<file path="config.mk">
export PLATFORM = sky130hd
export DESIGN_NAME = xadc_drp_sched_flat
export DESIGN_NICKNAME = d
export VERILOG_FILES = /design/src/rtl/xadc_drp_sched_if.sv /design/src/rtl/xadc_drp_sched.sv /design/src/flat_wrapper.sv
export SDC_FILE = /design/constraint.sdc
export NUM_CORES = 1
export LEC_CHECK = 0
export BUFFER_PORTS_ARGS = -buffer_cell sky130_fd_sc_hd__clkbuf_2
export CORE_MARGIN = 8
export CORE_UTILIZATION = 53
export DETAILED_ROUTE_END_ITERATION = 10
export PLACE_DENSITY = 0.95
export RECOVER_POWER = 50
export SETUP_SLACK_MARGIN = 0.05
export SLEW_MARGIN = 5
export SYNTH_ARGS = -nofsm -noshare
export SYNTH_HDL_FRONTEND = slang
export SYNTH_SLANG_ARGS = --single-unit
</file>
<file path="constraint.sdc">
create_clock -name clk_ctrl -period 4.21 [get_ports clk_ctrl]
set_clock_uncertainty 0.05 [all_clocks]
set_input_delay 0.421 -clock clk_ctrl [delete_from_list [all_inputs] [get_ports clk_ctrl]]
set_output_delay 0.421 -clock clk_ctrl [all_outputs]
set_load 0.02 [all_outputs]
</file>
<file path="src/rtl/xadc_drp_sched_if.sv">
`timescale 1ns/1ps
// Requester-side bus of the XADC DRP scheduler.
// Handshake: req[i] is a level held until gnt[i] pulses for one cycle; rsp_valid[i] then pulses once, with rsp_data/rsp_err valid in that cycle.
interface xadc_drp_sched_if #(
    parameter int N_REQ = 3
);
    logic [N_REQ-1:0]    req;
    logic [7*N_REQ-1:0]  req_addr;
    logic [N_REQ-1:0]    req_we;
    logic [16*N_REQ-1:0] req_di;
    logic [N_REQ-1:0]    gnt;
    logic [N_REQ-1:0]    rsp_valid;
    logic [15:0]         rsp_data;
    logic                rsp_err;

    modport slave (
        input  req, req_addr, req_we, req_di,
        output gnt, rsp_valid, rsp_data, rsp_err
    );

    modport master (
        output req, req_addr, req_we, req_di,
        input  gnt, rsp_valid, rsp_data, rsp_err
    );
endinterface

</file>
<file path="src/rtl/xadc_drp_sched.sv">
`timescale 1ns/1ps
// Round-robin scheduler sharing one XADC DRP port between N_REQ requesters.
// One access in flight at a time; read data or a timeout flag returns only to the owner.
module xadc_drp_sched #(
    parameter int N_REQ       = 3,
    parameter int TIMEOUT_CYC = 64
) (
    input  logic                clk_ctrl,
    input  logic                rst_n,
    xadc_drp_sched_if.slave     bus,
    output logic [6:0]          drp_daddr,
    output logic                drp_den,
    output logic                drp_dwe,
    output logic [15:0]         drp_di,
    input  logic [15:0]         drp_do,
    input  logic                drp_drdy,
    output logic                busy,
    output logic [7:0]          timeout_cnt,
    output logic                spurious_drdy,
    output logic [1:0]          state_dbg
);
    localparam int PW = (N_REQ > 1) ? $clog2(N_REQ) : 1;
    localparam int CW = $clog2(TIMEOUT_CYC);

    typedef enum logic [1:0] {
        S_IDLE  = 2'd0,
        S_ISSUE = 2'd1,
        S_WAIT  = 2'd2,
        S_RESP  = 2'd3
    } state_t;

    state_t            state, state_n;
    logic [PW-1:0]     ptr, ptr_n;
    logic [N_REQ-1:0]  owner, owner_n;
    logic [CW-1:0]     cnt, cnt_n;
    logic [N_REQ-1:0]  gnt_n, rsp_valid_n;
    logic [15:0]       rsp_data_n, di_n;
    logic              rsp_err_n, den_n, dwe_n, spur_n;
    logic [6:0]        daddr_n;
    logic [7:0]        tcnt_n;

    logic              found;
    logic [PW-1:0]     win;
    logic [N_REQ-1:0]  win_oh;
    logic [6:0]        win_addr;
    logic              win_we;
    logic [15:0]       win_di;

    // Pass 0 scans ptr..N_REQ-1, pass 1 wraps to 0..ptr-1; first hit wins.
    always_comb begin
        found    = 1'b0;
        win      = '0;
        win_oh   = '0;
        win_addr = '0;
        win_we   = 1'b0;
        win_di   = '0;
        for (int p = 0; p < 2; p++) begin
            for (int j = 0; j < N_REQ; j++) begin
                if (!found && bus.req[j] && (p == 1 || PW'(j) >= ptr)) begin
                    found     = 1'b1;
                    win       = PW'(j);
                    win_oh[j] = 1'b1;
                    win_addr  = bus.req_addr[7*j +: 7];
                    win_we    = bus.req_we[j];
                    win_di    = bus.req_di[16*j +: 16];
                end
            end
        end
    end

    always_comb begin
        state_n     = state;
        ptr_n       = ptr;
        owner_n     = owner;
        cnt_n       = cnt;
        gnt_n       = '0;
        rsp_valid_n = '0;
        rsp_data_n  = bus.rsp_data;
        rsp_err_n   = bus.rsp_err;
        daddr_n     = drp_daddr;
        den_n       = 1'b0;
        dwe_n       = drp_dwe;
        di_n        = drp_di;
        tcnt_n      = timeout_cnt;
        spur_n      = spurious_drdy | (drp_drdy && state != S_WAIT);
        case (state)
            S_IDLE: begin
                if (found) begin
                    state_n = S_ISSUE;
                    owner_n = win_oh;
                    ptr_n   = (win == PW'(N_REQ-1)) ? '0 : win + 1'b1;
                    gnt_n   = win_oh;
                    den_n   = 1'b1;
                    daddr_n = win_addr;
                    dwe_n   = win_we;
                    di_n    = win_di;
                end
            end
            S_ISSUE: begin
                state_n = S_WAIT;
                cnt_n   = '0;
            end
            S_WAIT: begin
                // drdy on the terminal-count cycle still counts as success.
                if (drp_drdy) begin
                    state_n     = S_RESP;
                    rsp_data_n  = drp_do;
                    rsp_err_n   = 1'b0;
                    rsp_valid_n = owner;
                end else if (cnt == CW'(TIMEOUT_CYC-1)) begin
                    state_n     = S_RESP;
                    rsp_data_n  = 16'h0000;
                    rsp_err_n   = 1'b1;
                    rsp_valid_n = owner;
                    tcnt_n      = (timeout_cnt == 8'hFF) ? timeout_cnt : timeout_cnt + 8'd1;
                end else begin
                    cnt_n = cnt + 1'b1;
                end
            end
            S_RESP: state_n = S_IDLE;
            default: state_n = S_IDLE;
        endcase
    end

    always_ff @(posedge clk_ctrl or negedge rst_n) begin
        if (!rst_n) begin
            state         <= S_IDLE;
            ptr           <= '0;
            owner         <= '0;
            cnt           <= '0;
            bus.gnt       <= '0;
            bus.rsp_valid <= '0;
            bus.rsp_data  <= '0;
            bus.rsp_err   <= 1'b0;
            drp_daddr     <= '0;
            drp_den       <= 1'b0;
            drp_dwe       <= 1'b0;
            drp_di        <= '0;
            timeout_cnt   <= '0;
            spurious_drdy <= 1'b0;
        end else begin
            state         <= state_n;
            ptr           <= ptr_n;
            owner         <= owner_n;
            cnt           <= cnt_n;
            bus.gnt       <= gnt_n;
            bus.rsp_valid <= rsp_valid_n;
            bus.rsp_data  <= rsp_data_n;
            bus.rsp_err   <= rsp_err_n;
            drp_daddr     <= daddr_n;
            drp_den       <= den_n;
            drp_dwe       <= dwe_n;
            drp_di        <= di_n;
            timeout_cnt   <= tcnt_n;
            spurious_drdy <= spur_n;
        end
    end

    assign busy      = (state != S_IDLE);
    assign state_dbg = state;
endmodule
</file>
<file path="src/flat_wrapper.sv">
// flat-port wrapper written by rule: the top's interface ports become plain ports
module xadc_drp_sched_flat 
#(
    parameter int N_REQ       = 3,
    parameter int TIMEOUT_CYC = 64
)
  (clk_ctrl, rst_n, drp_daddr, drp_den, drp_dwe, drp_di, drp_do, drp_drdy, busy, timeout_cnt, spurious_drdy, state_dbg, bus_req, bus_req_addr, bus_req_we, bus_req_di, bus_gnt, bus_rsp_valid, bus_rsp_data, bus_rsp_err);
  xadc_drp_sched_if #(.N_REQ(N_REQ)) bus_i ();
  input  logic clk_ctrl;
  input  logic rst_n;
  output logic [6:0] drp_daddr;
  output logic drp_den;
  output logic drp_dwe;
  output logic [15:0] drp_di;
  input  logic [15:0] drp_do;
  input  logic drp_drdy;
  output logic busy;
  output logic [7:0] timeout_cnt;
  output logic spurious_drdy;
  output logic [1:0] state_dbg;
  input wire logic [$bits(bus_i.req)-1:0] bus_req;
  input wire logic [$bits(bus_i.req_addr)-1:0] bus_req_addr;
  input wire logic [$bits(bus_i.req_we)-1:0] bus_req_we;
  input wire logic [$bits(bus_i.req_di)-1:0] bus_req_di;
  output wire logic [$bits(bus_i.gnt)-1:0] bus_gnt;
  output wire logic [$bits(bus_i.rsp_valid)-1:0] bus_rsp_valid;
  output wire logic [$bits(bus_i.rsp_data)-1:0] bus_rsp_data;
  output wire logic [$bits(bus_i.rsp_err)-1:0] bus_rsp_err;
  assign bus_i.req = bus_req;
  assign bus_i.req_addr = bus_req_addr;
  assign bus_i.req_we = bus_req_we;
  assign bus_i.req_di = bus_req_di;
  assign bus_gnt = bus_i.gnt;
  assign bus_rsp_valid = bus_i.rsp_valid;
  assign bus_rsp_data = bus_i.rsp_data;
  assign bus_rsp_err = bus_i.rsp_err;
  xadc_drp_sched #(.N_REQ(N_REQ), .TIMEOUT_CYC(TIMEOUT_CYC)) u_core (.clk_ctrl(clk_ctrl), .rst_n(rst_n), .bus(bus_i), .drp_daddr(drp_daddr), .drp_den(drp_den), .drp_dwe(drp_dwe), .drp_di(drp_di), .drp_do(drp_do), .drp_drdy(drp_drdy), .busy(busy), .timeout_cnt(timeout_cnt), .spurious_drdy(spurious_drdy), .state_dbg(state_dbg));
endmodule
</file>
==> summary.txt, run 1 <==
Run status
  • Outcome: complete, but fails checks
  • Failing checks: capacitance limit, slew limit

Final layout
  • Layout area overhead: 22.0%
  • Final Net Count: 676
  • Post-route core utilization: 65.4%
  • # diodes: 0
  • Share of layout cells above drive strength 1: 24.2%

CTS
  • Postcts setup bufs: 0
  • H-tree levels: 3
  • Worst-path clk slew: 80 ps
  • TritonCTS buffer count: 9
  • Post-cts sizing count: 0
  • Skew-Pair Late Insertion Delay: 330 ps
  • CTS tree: yes
  • Clock sinks: 70
  • Clock tree buffer depth: 2
  • CTS Hold Bufs: 0
  • Clock root cell: clkbuf_8

Critical path
  • Worst R2R Start: u_core.ptr[1]
  • RR Endpoint: u_core.drp_daddr[6]
  • Crit Path Category: reg -> reg
  • Worst-path fanout max: 36
  • Crit. End Element: flip-flop
  • CP required: 4420 ps
  • Worst path arrival time: 3430 ps
  • Reg-to-reg setup timing slack: 990 ps
  • Reg2reg path depth: 4
  • CP startpoint kind: flip-flop

Yosys
  • Synth area leader: dfrtp_1
  • Synthesized instance count: 448
  • Mapped cell area: 0.00405 mm2
  • Avg Cell Area, Syn: 9.05 um2
  • Post-synth EDFFs: 0
  • Post-synthesis adder-cell area fraction: 1.54%
  • Synth async-reset ratio: 100%
  • #FFs+latches synth: 70
  • XOR/XNOR Fraction of Synth Area: 2.38%
  • Post-synthesis sequential area ratio: 43.2%
  • Post-Syn Nets: 547
  • Post-synth cell types: 42
  • Synth top area share: 43.2%
  • Most common cell in the netlist: dfrtp_1
  • Yosys warns: 0
  • Largest family of logic cells by synthesized area: compound AO/OA/AOI/OAI gates
  • Synth top area cells: dfrtp_1, a21oi_1, and3b_1
  • Multiplexer share of the synthesized area: 0.802%
  • Post-synth top flop: dfrtp_1
  • Complex-gate fraction of the synthesized area: 30.1%
  • Post-synthesis simple-gate area fraction: 14.6%
  • Synth cell count leaders: dfrtp_1, a21oi_1, nor2_1

Die
  • Die height: 103 um
  • Starting Density: 53.6%
  • Die width: 103 um
  • IO Pins: 154
  • Row count: 32
  • Die area: 0.0107 mm2
  • Core ar.: 0.00757 mm2

Global route
  • M3 GR Usage: 5.62%
  • Met1 usage: 29.7%
  • First-pass GRT wire length: 20200 um
  • Initial antenna violation count: 0
  • M2 GR Usage: 40.1%
  • Largest net degree at the start of global routing: 47
  • Overall Global Routing Usage: 23.9%
  • Most Used Layer, Global Route: met2
  • Grt total ovfl: 0
  • Number of global-route vias before repair: 4266

STA
  • Tmin final: 3220 ps
  • Number of setup violations in the final report: 0
  • Hold Fails Final Rpt: 0
  • Slew HR: -20.5%
  • Unrepaired setup endpoints after global routing: no
  • Final Max Slew Viols: 35
  • Worst-Margin Slew: 1810 ps
  • Fin crit share: 76.4%
  • Setup TNS: 0 ps
  • Max Fclk: 0.311 GHz

Power and ir drop
  • Leak pwr: 2.46 nW
  • Maximum vdd drop: 0.378 mV
  • P per Cell Area: 663 mW/mm2

Routing
  • Avg WL per Cell: 18.7 um
  • Detailed Route WL: 12800 um
  • Drt first pass iters: 5
  • Starting DRT DRC Count: 271
  • DRC errors left: 0
  • Vias: 4205
  • DRT antenna net count: 0
  • Via density: 6.15

Placed design
  • Port-buffer cells: 153
  • GP Congestion: 0.868
  • Dpl hpwl: 8980 um

Worst hold path
  • Worst Hold Launch: drp_do[0]
  • Worst Hold Endpoint: u_core.bus.rsp_data[0]
  • Hold path cells: 2
  • Hold Path Class: in -> reg

Run
  • Maxcap violations: 1
-- cell usage in the layout (no fill, tap or decap), drive strengths merged, types with 3 or more instances in the layout --
cell,n
clkbuf,164
dfrtp,70
a21oi,55
nor2,36
inv,35
o21ai,31
a31oi,25
and3b,24
o2bb2ai,24
o32ai,24
a22o,16
nand2,14
xor2,6
xnor2,5
nand4,5
ha,5
and3,4
nand3,4
and4,3
nand2b,3
nor2b,3
clkinvlp,3
-- report_power, final --
part / switching [W] / internal, W / leakage (nW)
registers: 0.000244 / 0.000929 / 0.879
logic: 0.00101 / 0.000577 / 1.49
clock network: 0.000252 / 0.000272 / 0.0883
total: 0.00150 / 0.00178 / 2.46
-- final cells by class --
cell class	instances	area (um2)
Clock inverter	6	62.6
Fill cell	645	2620
Timing Repair Buffer	156	742
Multi-Input combinational cell	305	2000
Sequential cell	70	1750
Tap cell	102	128
Clock buffer	10	128
Inverter	35	131
-- through the flow --
| stage | total power [W] | hold slack, ps | area, um2 | setup WS [ps] | std cells |
|---|---|---|---|---|---|
| finish | 0.00328 | 254 | 4950 | 994 | 684 |
| global route | 0.00351 | 249 | 4950 | 750 | 684 |
| CTS | 0.00333 | 109 | 4990 | 1070 | 684 |
| detailed placement | 0.00279 | 418 | 4800 | 1080 | 668 |
| global placement | 0.00271 | 390 | 4800 | 1230 | 668 |
| floorplan | 0.00226 | 75.4 | 4050 | 2210 | 448 |
-- sequential cells by signal (all words and copies together), names as in the netlist, 2 cells and up --
name and cells:
u_core.ptr 2, u_core.drp_di 16, u_core.drp_daddr 7, u_core.cnt 6, u_core.owner 3, u_core.bus.rsp_valid 3, u_core.state_dbg 2, u_core.bus.gnt 3
u_core.timeout_cnt 8, u_core.bus.rsp_data 16
-- routing by layer --
metal / vias to the layer above / routed length, um
li1: 1909 / -
met3: 16 / 1540
met1: 2019 / 5110
met2: 261 / 5980
met4: 0 / 145
met5: - / 0
-- worst max path at each step --
stage                         from                  end
3_5_place_dp         u_core.ptr[1]  u_core.drp_daddr[6]
6_report             u_core.ptr[1]  u_core.drp_daddr[6]
4_1_cts              u_core.ptr[1]  u_core.drp_daddr[6]
5_1_grt              u_core.ptr[1]  u_core.drp_daddr[6]
3_3_place_gp         u_core.ptr[1]    u_core.drp_di[15]
2_1_floorplan  u_core.state_dbg[0]  u_core.drp_daddr[1]
-- cells by family after synthesis --
group | Yosys count
AOI/OAI and AO/OA | 182
xor gates and xnor gates | 11
adders and majority gates | 5
buffers and inverters | 73
DFF | 70
muxes | 3
and+or+nand+nor | 104
-- critical path, cell delays in order, from the launching register on --
cell and delay, ps:
dfrtp_1 1150, nand3_1 1060, a21oi_1 490, o21ai_0 180
a21oi_1 220
Power figures use the tool's default switching activity.
==> run 2: changes to the inputs <==
--- a/config.mk
+++ b/config.mk
@@ -7,9 +7,9 @@
 export LEC_CHECK = 0
 export BUFFER_PORTS_ARGS = -buffer_cell sky130_fd_sc_hd__clkbuf_2
 export CORE_MARGIN = 8
-export CORE_UTILIZATION = 53
+export CORE_UTILIZATION = 50
 export DETAILED_ROUTE_END_ITERATION = 10
-export PLACE_DENSITY = 0.95
+export PLACE_DENSITY = 0.91
 export RECOVER_POWER = 50
 export SETUP_SLACK_MARGIN = 0.05
 export SLEW_MARGIN = 5
==> constraint.sdc (replaced) <==
create_clock -name clk_ctrl -period 3.1 [get_ports clk_ctrl]
set_clock_uncertainty 0.05 [all_clocks]
set_input_delay 0.31 -clock clk_ctrl [delete_from_list [all_inputs] [get_ports clk_ctrl]]
set_output_delay 0.31 -clock clk_ctrl [all_outputs]
set_load 0.02 [all_outputs]
==> run 2 against run 1 <==
  * The flow still finishes with violations (capacitance limit, slew limit)
  * Via count rose by 0.12%
  * Die area up 5.1%
  * Routed wire length down 0.99%
  * Worst hold slack worse by 120 ps
  * Non-clock buffer count grew 5
  * Sequential cell count unchanged
  * Final cell count grew 1.2%
  * Critical path type unchanged
  * Largest power group unchanged
  * Highest routed layer unchanged
==> summary.txt, run 2 (synthesis gave the netlist of run 1 again) <==
Run status
  • Outcome: complete, but fails checks
  • Failing checks: capacitance limit, slew limit

Routing
  • DRC errors left: 0
  • Detailed Route WL: 12700 um
  • Starting DRT DRC Count: 238
  • Vias: 4210
  • Drt first pass iters: 5
  • Via density: 6.08
  • Avg WL per Cell: 18.3 um
  • DRT antenna net count: 0

Critical path
  • CP required: 3270 ps
  • Reg-to-reg setup timing slack: 460 ps
  • RR Endpoint: u_core.drp_di[11]
  • Cell family with most CP delay: simple AND/OR/NAND/NOR gates
  • Worst path arrival time: 2810 ps
  • Worst R2R Start: u_core.ptr[1]
  • Crit. End Element: flip-flop
  • CP bufs+invs: 1
  • CP startpoint kind: flip-flop
  • Reg2reg path depth: 4
  • CP Depth: 4
  • Worst-path fanout max: 24
  • Crit-path cells: buf_4, nand4_1, o21ai_0, a21oi_1
  • CP endpoint: u_core.drp_di[11]
  • Crit Path Category: reg -> reg
  • Worst path max stage delay: 860 ps
  • CP max stage cell: nand4_1
  • Critical Path Start: u_core.ptr[1]

CTS
  • H-tree levels: 3
  • Clock sinks: 70
  • Clock root cell: clkbuf_8
  • Postcts setup bufs: 0
  • CTS Hold Bufs: 0
  • Skew-Pair Late Insertion Delay: 340 ps
  • CTS tree: yes
  • Worst-path clk slew: 80 ps
  • TritonCTS buffer count: 9
  • Post-cts sizing count: 0
  • Clock tree buffer depth: 2

Placed design
  • GP Congestion: 0.895
  • Port-buffer cells: 153
  • DP Area: 0.00484 mm2
  • Dpl hpwl: 9170 um

Global route
  • M2 GR Usage: 35.6%
  • First-pass GRT wire length: 21100 um
  • Grt total ovfl: 0
  • Largest net degree at the start of global routing: 48
  • Overall Global Routing Usage: 22.4%
  • Most Used Layer, Global Route: met2
  • Met1 usage: 28.5%
  • M3 GR Usage: 6.78%
  • Number of global-route vias before repair: 4370
  • Initial antenna violation count: 0

STA
  • Worst-Margin Slew: 2570 ps
  • Hold Fails Final Rpt: 0
  • Max Fclk: 0.379 GHz
  • Unrepaired setup endpoints after global routing: no
  • Number of setup violations in the final report: 0
  • Final Max Slew Viols: 48
  • Slew HR: -71.6%
  • Setup TNS: 0 ps
  • Fin crit share: 85.0%
  • Tmin final: 2640 ps

Final layout
  • # diodes: 0
  • Share of layout cells above drive strength 1: 25.7%
  • Final Net Count: 681
  • Most common cell after layout, fill and taps aside: clkbuf_2
  • Largest registers: u_core.bus.rsp_data (16), u_core.drp_di (16), u_core.timeout_cnt (8)
  • Most frequent cells in the layout: clkbuf_2, dfrtp_1, a21oi_1
  • Final Cell Area: 0.00497 mm2
  • Layout area overhead: 22.7%

Worst hold path
  • Hold Path Class: in -> reg

Die
  • Core ar.: 0.00805 mm2
  • Row count: 33
  • Starting Density: 50.3%
  • Die height: 106 um
  • Die width: 106 um
  • IO Pins: 154
  • Die area: 0.0112 mm2

Power and ir drop
  • P per Cell Area: 888 mW/mm2
  • Maximum vdd drop: 0.599 mV
  • Leak pwr: 2.49 nW

Run
  • Maxcap violations: 1
-- run 2: layer usage --
| layer | up-vias | part of all wire [%] | routed length, um |
|---|---|---|---|
| met4 | 0 | 1.5 | 191 |
| met3 | 20 | 11 | 1330 |
| met1 | 2023 | 41 | 5240 |
| met2 | 248 | 47 | 5890 |
| li1 | 1919 | - | - |
| met5 | - | 0 | 0 |
-- run 2: per-stage QoR --
stage	instances	setup WS [ps]	total power [W]	util, %	hold WS (ps)
floorplan	448	1100	0.00307	-	-35.6
global placement	676	646	0.00370	60.2	412
detailed placement	676	487	0.00380	60.2	412
CTS	692	506	0.00447	62.3	114
global route	692	257	0.00473	61.8	115
finish	692	465	0.00442	61.8	133
-- run 2: how the worst min path moves through the flow --
| stage | startpoint | end | slack (ps) | depth (start not counted) |
|---|---|---|---|---|
| global route | drp_do[9] | u_core.bus.rsp_data[9] | 110 | 2 |
| finish | drp_do[8] | u_core.bus.rsp_data[8] | 130 | 2 |
| detailed placement | u_core.spurious_drdy | u_core.spurious_drdy | 410 | 1 |
| floorplan | rst_n | u_core.bus.gnt[0] | -40 | 0 |
| CTS | drp_do[13] | u_core.bus.rsp_data[13] | 110 | 2 |
| global placement | u_core.owner[0] | u_core.owner[0] | 410 | 1 |
-- run 2: cell type report --
type,instances,area (um2)
fill,715,3080
multi-input combinational,305,2000
sequential,70,1750
timing repair buffer,161,782
inverter,35,131
tap,105,131
clock buffer,9,124
clock inverter,7,50.0
-- run 2: report_power, final --
group / switching (W) / total [W] / internal, W
clock network: 0.000377 / 0.000668 / 0.000291
logic: 0.00142 / 0.00222 / 0.000803
registers: 0.000263 / 0.00153 / 0.00126
total: 0.00206 / 0.00442 / 0.00236
